### src/rtl/booth_r4_seq_mult_if.sv
// ---------------------------------------------------------------------------
// booth_r4_seq_mult_if
//
// Purpose:
//   Bundles the operand and result handshakes of the iterative radix-4 Booth
//   multiplier so the source and the sink see one coherent bus.
//
// Signals:
//   in_valid   source -> mult   operands a, b, is_signed are valid
//   in_ready   mult -> source   multiplier can accept operands
//   a          source -> mult   multiplicand, WIDTH bits
//   b          source -> mult   multiplier (Booth-recoded), WIDTH bits
//   is_signed  source -> mult   1 = two's-complement operands, 0 = unsigned
//   out_valid  mult -> sink     p holds a completed product
//   out_ready  sink -> mult     sink accepts p
//   p          mult -> sink     registered product, 2*WIDTH bits
//
// Modports:
//   master  the operand source / result sink side
//   slave   the multiplier itself
// ---------------------------------------------------------------------------
interface booth_r4_seq_mult_if #(
    parameter int WIDTH = 8
);
    logic                   in_valid;
    logic                   in_ready;
    logic [WIDTH-1:0]       a;
    logic [WIDTH-1:0]       b;
    logic                   is_signed;
    logic                   out_valid;
    logic                   out_ready;
    logic [2*WIDTH-1:0]     p;

    modport master (
        output in_valid,
        output a,
        output b,
        output is_signed,
        output out_ready,
        input  in_ready,
        input  out_valid,
        input  p
    );

    modport slave (
        input  in_valid,
        input  a,
        input  b,
        input  is_signed,
        input  out_ready,
        output in_ready,
        output out_valid,
        output p
    );
endinterface

### src/rtl/booth_r4_seq_mult.sv
// ---------------------------------------------------------------------------
// booth_r4_seq_mult
//
// Purpose:
//   Iterative radix-4 (modified Booth) multiplier with a generic operand
//   width and a run-time signed/unsigned mode. One Booth digit is retired
//   per clock, so a product takes WIDTH/2+1 clocks after the operands are
//   accepted. Successor of the free-running fixed 8-bit Booth block.
//
// Parameters:
//   WIDTH  operand width in bits; must be even and >= 4
//   OEB_W  width of the pad output-enable bus
//
// Ports:
//   clk     rising-edge clock
//   reset   synchronous, active-high reset
//   bus     slave side of booth_r4_seq_mult_if (operand and result
//           valid/ready handshakes, operands, mode, registered product)
//   io_oeb  pad output-enable bus, constant all-zero (pads are outputs)
//
// Operation:
//   IDLE  in_ready=1; an in_valid accept extends and captures the operands
//         and clears the accumulator.
//   CALC  one Booth digit per clock is added into the accumulator; on the
//         last digit the product register is loaded.
//   DONE  out_valid=1 with p stable until out_ready, then back to IDLE.
// ---------------------------------------------------------------------------
module booth_r4_seq_mult #(
    parameter int WIDTH = 8,
    parameter int OEB_W = 16
) (
    input  logic               clk,
    input  logic               reset,
    booth_r4_seq_mult_if.slave bus,
    output logic [OEB_W-1:0]   io_oeb
);

    // Operands are carried two bits wider than WIDTH so that an unsigned
    // all-ones value still looks positive to the signed Booth recoding.
    localparam int E    = WIDTH + 2;
    localparam int N    = WIDTH / 2 + 1;
    localparam int AW   = 2 * E;
    localparam int CW   = $clog2(N) + 1;
    localparam logic [CW-1:0] LAST = CW'(N - 1);

    typedef enum logic [1:0] {
        IDLE,
        CALC,
        DONE
    } state_t;

    state_t              state;
    logic [CW-1:0]       cnt;
    logic [AW-1:0]       acc;
    logic [AW-1:0]       a_sh;
    logic [E:0]          b_sr;
    logic                in_ready_q;
    logic                out_valid_q;
    logic [2*WIDTH-1:0]  p_q;

    logic [E-1:0]        a_ext;
    logic [E-1:0]        b_ext;
    logic [AW-1:0]       pp;
    logic [AW-1:0]       acc_next;

    assign io_oeb        = '0;
    assign bus.in_ready  = in_ready_q;
    assign bus.out_valid = out_valid_q;
    assign bus.p         = p_q;

    // Operand extension happens at accept time, so the mode is effectively
    // captured together with the operands and later changes of is_signed
    // cannot disturb a running computation.
    always_comb begin
        a_ext = {2'b00, bus.a};
        b_ext = {2'b00, bus.b};
        if (bus.is_signed) begin
            a_ext = {{2{bus.a[WIDTH-1]}}, bus.a};
            b_ext = {{2{bus.b[WIDTH-1]}}, bus.b};
        end
    end

    // Partial product for the current digit. a_sh already holds the
    // multiplicand shifted to the digit's weight and b_sr[2:0] is the
    // current Booth triplet, so no variable indexing is needed.
    always_comb begin
        pp = '0;
        case (b_sr[2:0])
            3'b001, 3'b010: pp = a_sh;
            3'b011:         pp = a_sh << 1;
            3'b100:         pp = ~(a_sh << 1) + AW'(1);
            3'b101, 3'b110: pp = ~a_sh + AW'(1);
            default:        pp = '0;
        endcase
        acc_next = acc + pp;
    end

    // Control FSM and datapath registers. The multiplicand moves left and
    // the multiplier right by one digit per clock; the implicit b_ext[-1]
    // zero lives in b_sr[0] at accept.
    always_ff @(posedge clk) begin
        if (reset) begin
            state       <= IDLE;
            in_ready_q  <= 1'b1;
            out_valid_q <= 1'b0;
            p_q         <= '0;
            cnt         <= '0;
            acc         <= '0;
            a_sh        <= '0;
            b_sr        <= '0;
        end else begin
            case (state)
                IDLE: begin
                    if (bus.in_valid) begin
                        a_sh       <= {{(AW-E){a_ext[E-1]}}, a_ext};
                        b_sr       <= {b_ext, 1'b0};
                        acc        <= '0;
                        cnt        <= '0;
                        in_ready_q <= 1'b0;
                        state      <= CALC;
                    end
                end
                CALC: begin
                    acc  <= acc_next;
                    a_sh <= a_sh << 2;
                    b_sr <= {2'b00, b_sr[E:2]};
                    cnt  <= cnt + 1'b1;
                    if (cnt == LAST) begin
                        p_q         <= acc_next[2*WIDTH-1:0];
                        out_valid_q <= 1'b1;
                        state       <= DONE;
                    end
                end
                DONE: begin
                    if (bus.out_ready) begin
                        out_valid_q <= 1'b0;
                        in_ready_q  <= 1'b1;
                        state       <= IDLE;
                    end
                end
                default: begin
                    state       <= IDLE;
                    in_ready_q  <= 1'b1;
                    out_valid_q <= 1'b0;
                end
            endcase
        end
    end

endmodule

### src/flat_wrapper.sv
// flat-port wrapper written by rule: the top's interface ports become plain ports
module booth_r4_seq_mult_flat 
#(
    parameter int WIDTH = 8,
    parameter int OEB_W = 16
)
  (clk, reset, io_oeb, bus_in_valid, bus_a, bus_b, bus_is_signed, bus_out_ready, bus_in_ready, bus_out_valid, bus_p);
  booth_r4_seq_mult_if #(.WIDTH(WIDTH)) bus_i ();
  input  logic clk;
  input  logic reset;
  output logic [OEB_W-1:0] io_oeb;
  input wire logic [$bits(bus_i.in_valid)-1:0] bus_in_valid;
  input wire logic [$bits(bus_i.a)-1:0] bus_a;
  input wire logic [$bits(bus_i.b)-1:0] bus_b;
  input wire logic [$bits(bus_i.is_signed)-1:0] bus_is_signed;
  input wire logic [$bits(bus_i.out_ready)-1:0] bus_out_ready;
  output wire logic [$bits(bus_i.in_ready)-1:0] bus_in_ready;
  output wire logic [$bits(bus_i.out_valid)-1:0] bus_out_valid;
  output wire logic [$bits(bus_i.p)-1:0] bus_p;
  assign bus_i.in_valid = bus_in_valid;
  assign bus_i.a = bus_a;
  assign bus_i.b = bus_b;
  assign bus_i.is_signed = bus_is_signed;
  assign bus_i.out_ready = bus_out_ready;
  assign bus_in_ready = bus_i.in_ready;
  assign bus_out_valid = bus_i.out_valid;
  assign bus_p = bus_i.p;
  booth_r4_seq_mult #(.WIDTH(WIDTH), .OEB_W(OEB_W)) u_core (.clk(clk), .reset(reset), .bus(bus_i), .io_oeb(io_oeb));
endmodule
### config.mk
export PLATFORM = sky130hd
export DESIGN_NAME = booth_r4_seq_mult_flat
export DESIGN_NICKNAME = d
export VERILOG_FILES = /design/src/rtl/booth_r4_seq_mult_if.sv /design/src/rtl/booth_r4_seq_mult.sv /design/src/flat_wrapper.sv
export SDC_FILE = /design/constraint.sdc
export NUM_CORES = 1
export LEC_CHECK = 0
export BUFFER_PORTS_ARGS = -buffer_cell sky130_fd_sc_hd__buf_2
export CAP_MARGIN = 20
export CELL_PAD_IN_SITES_DETAIL_PLACEMENT = 0
export CELL_PAD_IN_SITES_GLOBAL_PLACEMENT = 1
export CORE_ASPECT_RATIO = 0.7
export CORE_MARGIN = 2
export CORE_UTILIZATION = 46
export CTS_CLUSTER_DIAMETER = 60
export DETAILED_ROUTE_END_ITERATION = 10
export HOLD_SLACK_MARGIN = 0.02
export PLACE_DENSITY_LB_ADDON = 0.1
export SLEW_MARGIN = 30
export SYNTH_ARGS = -nofsm -noshare
export SYNTH_HDL_FRONTEND = slang
export SYNTH_SLANG_ARGS = --single-unit
### constraint.sdc
create_clock -name clk -period 5.35 [get_ports clk]
set_clock_uncertainty 0.05 [all_clocks]
set_input_delay 1.07 -clock clk [delete_from_list [all_inputs] [get_ports clk]]
set_output_delay 1.07 -clock clk [all_outputs]
set_load 0.05 [all_outputs]
==> flow_summary.toml <==
[floorplan]
start_util_pct = 48.0
io-pin-count = 55
die_y_microns = 86.0
rows = 29
core_area_sq_um = 9220
die_w_microns = 121
dieArea_sq_um = 10400

[detailed_routing]
wl_per_cell_microns = 17.2
dr.first_iter.drc_count = 413
ant_nets = 0
drc = 0
dr.pass1.iters = 5
viasPerCell = 5.79
vias = 4236
wl_microns = 12600

[timing]
timing.final.crit_share_pct = 77.3
grt_setup_unrepaired = "false"
tns_ps = 0
fin_ws_ps = 1210
fmax_mhz = 242
drv_slew = 0
setup_viol_count_final = 0
finalCriticalPeriod_ps = 4140
relSlewSlack_pct = 47.3
hold_viol_final = 0
worst_pin_slew_ps = 790

[place]
portBuffers = 38
place_congestion = 0.902
dp_slack_ps = 1320
dp_hpwl_microns = 8900

[finish]
fin_nets = 643
area_growth_pct = 10.8
fill_cells = 935
drive_gt1_share_pct = 12.3
antennaDiodeCount = 0

[yosys]
synth_fa_ha_area_share_pct = 5.55
yosysWarningCount = 0
synth_flop_cell = "dfxtp_1"
synth_cells = 588
synthSimpleGateAreaFrac_pct = 27.2
synth_top_family_by_area = "simple AND/OR/NAND/NOR gates"
synthDistinctLibCells = 59
ys_seq_area_share_pct = 29.9
synthXorXnorAreaFrac_pct = 4.16
avgSynthCellArea_sq_um = 7.52
synthArstFlopShare_pct = 0
synth-edff-count = 0
synth_seq_cells = 66
synth_compound_area_share_pct = 25.0
synth_mux_area_share_pct = 0.481
syn_area_sq_um = 4420

[cts]
post_cts_buffers = 0
cts_resized = 0
clockBufferDepth = 2
cts_tree = "built"
cts_inserted_buffers = 9
cts_sinks = 66
root_buffer = "clkbuf_16"
clk_latency_ps = 320
cts_max_level = 3
hold_buffers = 0
path_clk_slew_ps = 60

[global_route]
grt_pass1_wl_microns = 20600
overflow = 0
grt_start_max_net_pins = 41
antenna_found_initial = 0
grtUsageTotal_pct = 25.2
grt_pass1_vias = 3966

[pwr]
pwr-share-seq_pct = 37.3
p_sw_share_pct = 31.5
clockPowerShare_pct = 40.4
power.density_nw_per_um2 = 299
p_leak_nw = 2.06
intPower_mw = 1.00
ir_drop_mv = 0.224
combPwrFrac_pct = 22.2
p_sw_mw = 0.461

[critical_path]
worstSetupEndpointType = "flop"
crit_type = "flop to flop"
critPathMaxFanout = 8
crit_arrival_ps = 4330
required_ps = 5540
startpoint_type = "flop"

[run_status]
outcome = "complete, no violations"

[flow_run]
drv_cap = 0

[worst_hold_path]
hold_class = "flop to flop"
[registers in the layout, indices dropped and copies added (netlist names)]
name / cells
u_core.b_sr: 10
u_core.state: 2
u_core.a_sh: 16
u_core.bus.p: 16
u_core.bus.in_ready: 1
u_core.acc: 16
u_core.cnt: 4
u_core.bus.out_valid: 1
[critical path, cell delays in order, from the launching register on]
cell      delay, ps
dfxtp_1         370
inv_1           140
ha_1            250
nor3b_1         440
nand2_1         270
o21ai_0         280
xnor2_1         140
nand2_1          70
nand2_1          90
ha_1            300
a21oi_1         210
o21ai_0         120
and3_1          200
a211oi_1        510
a21oi_1         180
xnor2_1         180
a211oi_1        240
[per-stage QoR]
stage | power, mW | hold WS [ps] | area, sq um | util (%) | instances
5_1_grt | 1.54 | 421 | 4900 | 53.2 | 732
2_1_floorplan | 0.810 | 391 | 4480 | - | 603
6_report | 1.46 | 401 | 4900 | 53.2 | 732
3_5_place_dp | 0.877 | 398 | 4600 | 49.9 | 716
3_3_place_gp | 0.875 | 390 | 4600 | 49.9 | 716
4_1_cts | 1.47 | 406 | 4900 | 53.2 | 732
[cells by family after synthesis]
kind of cell,Yosys count
compound gates,164
xor+xnor,21
fa+ha+maj,19
buf+inv,70
flops,66
mux,2
other cells,1
simple gates,245
[power groups by stage]
stage / Clock, mW / Combinational (mW) / Sequential (mW)
final: 0.592 / 0.326 / 0.546
after CTS: 0.605 / 0.323 / 0.545
after global routing: 0.628 / 0.362 / 0.548
after detailed placement: 0 / 0.321 / 0.555
after floorplan: 0 / 0.269 / 0.541
after global placement: 0 / 0.320 / 0.555
[synthesized netlist by cell type, types with 4 or more instances]
cell type / number / share of area [%]
or3_1: 6 / 0.85
o21a_1: 5 / 0.85
a221o_1: 4 / 0.91
a21o_1: 9 / 1.5
o31ai_1: 5 / 0.85
o21ai_0: 21 / 2.4
a211oi_1: 5 / 0.85
nand4_1: 4 / 0.57
nor2_1: 97 / 8.2
nand2b_1: 6 / 0.85
a22oi_1: 32 / 5.4
dfxtp_1: 66 / 30
a21oi_1: 51 / 5.8
ha_1: 18 / 5.1
nand3_1: 11 / 1.2
nor3_1: 26 / 2.9
xor2_1: 4 / 0.79
inv_1: 12 / 1.0
clkbuf_1: 35 / 3.0
nor2b_1: 15 / 2.1
buf_4: 18 / 3.1
nand2_1: 46 / 3.9
nand3b_1: 13 / 2.2
xnor2_1: 17 / 3.4
[cells in the final DEF (no fill, tap or decap), drive strengths merged, types with 3 or more instances in the layout]
cell    Yosys  layout
a211oi      5       5
a221o       4       4
o211ai      3       3
and2        3       3
o21a        5       5
nand2      47      47
nor4        3       3
clkbuf     35      12
nor3b       3       3
a31o        3       3
nor2       97      97
nor2b      15      15
ha         18      18
a22oi      32      32
buf        22      46
nand3      11      11
nand4       4       4
or3         7       7
o221ai      4       4
nor3       28      28
a21boi      3       3
a21oi      51      51
xnor2      17      17
or4         3       3
nand3b     13      13
a21o        9       9
o31ai       5       5
and3        3       3
xor2        4       4
o32a        3       3
dfxtp      66      66
nand2b      6       6
o21ai      22      22
conb        1      16
inv        13      13
[final timing paths]
| kind | start | endpoint | slack [ps] | depth (start not counted) |
|---|---|---|---|---|
| setup / recovery | u_core.a_sh[1]$_SDFFE_PP0P_ | u_core.bus.p[13]$_SDFFE_PP0P_ | 1210 | 16 |
| hold / removal | u_core.bus.p[9]$_SDFFE_PP0P_ | u_core.bus.p[9]$_SDFFE_PP0P_ | 400 | 2 |
| setup reg to reg | u_core.a_sh[1]$_SDFFE_PP0P_ | u_core.bus.p[13]$_SDFFE_PP0P_ | 1210 | 16 |
| hold reg to reg | u_core.bus.p[9]$_SDFFE_PP0P_ | u_core.bus.p[9]$_SDFFE_PP0P_ | 400 | 2 |
[final cells by class]
class,count,area (sq um),area share [%]
inverters,13,48.8,0.996
flip-flops and latches,66,1320,27.0
well taps,124,155,3.17
repair buffers,46,250,5.11
multi-input cells,467,2830,57.7
clock inverters,4,51.3,1.05
clock buffers,12,246,5.03
[routing by layer]
layer	vias to the layer above	GRT usage [%]	part of all wire, %
li1	2105	-	-
met1	2011	36.6	52
met2	112	37.8	42
met3	8	5.65	4.9
met4	0	5.85	0.64
met5	-	0	0
(Power assumes the default switching activity.)
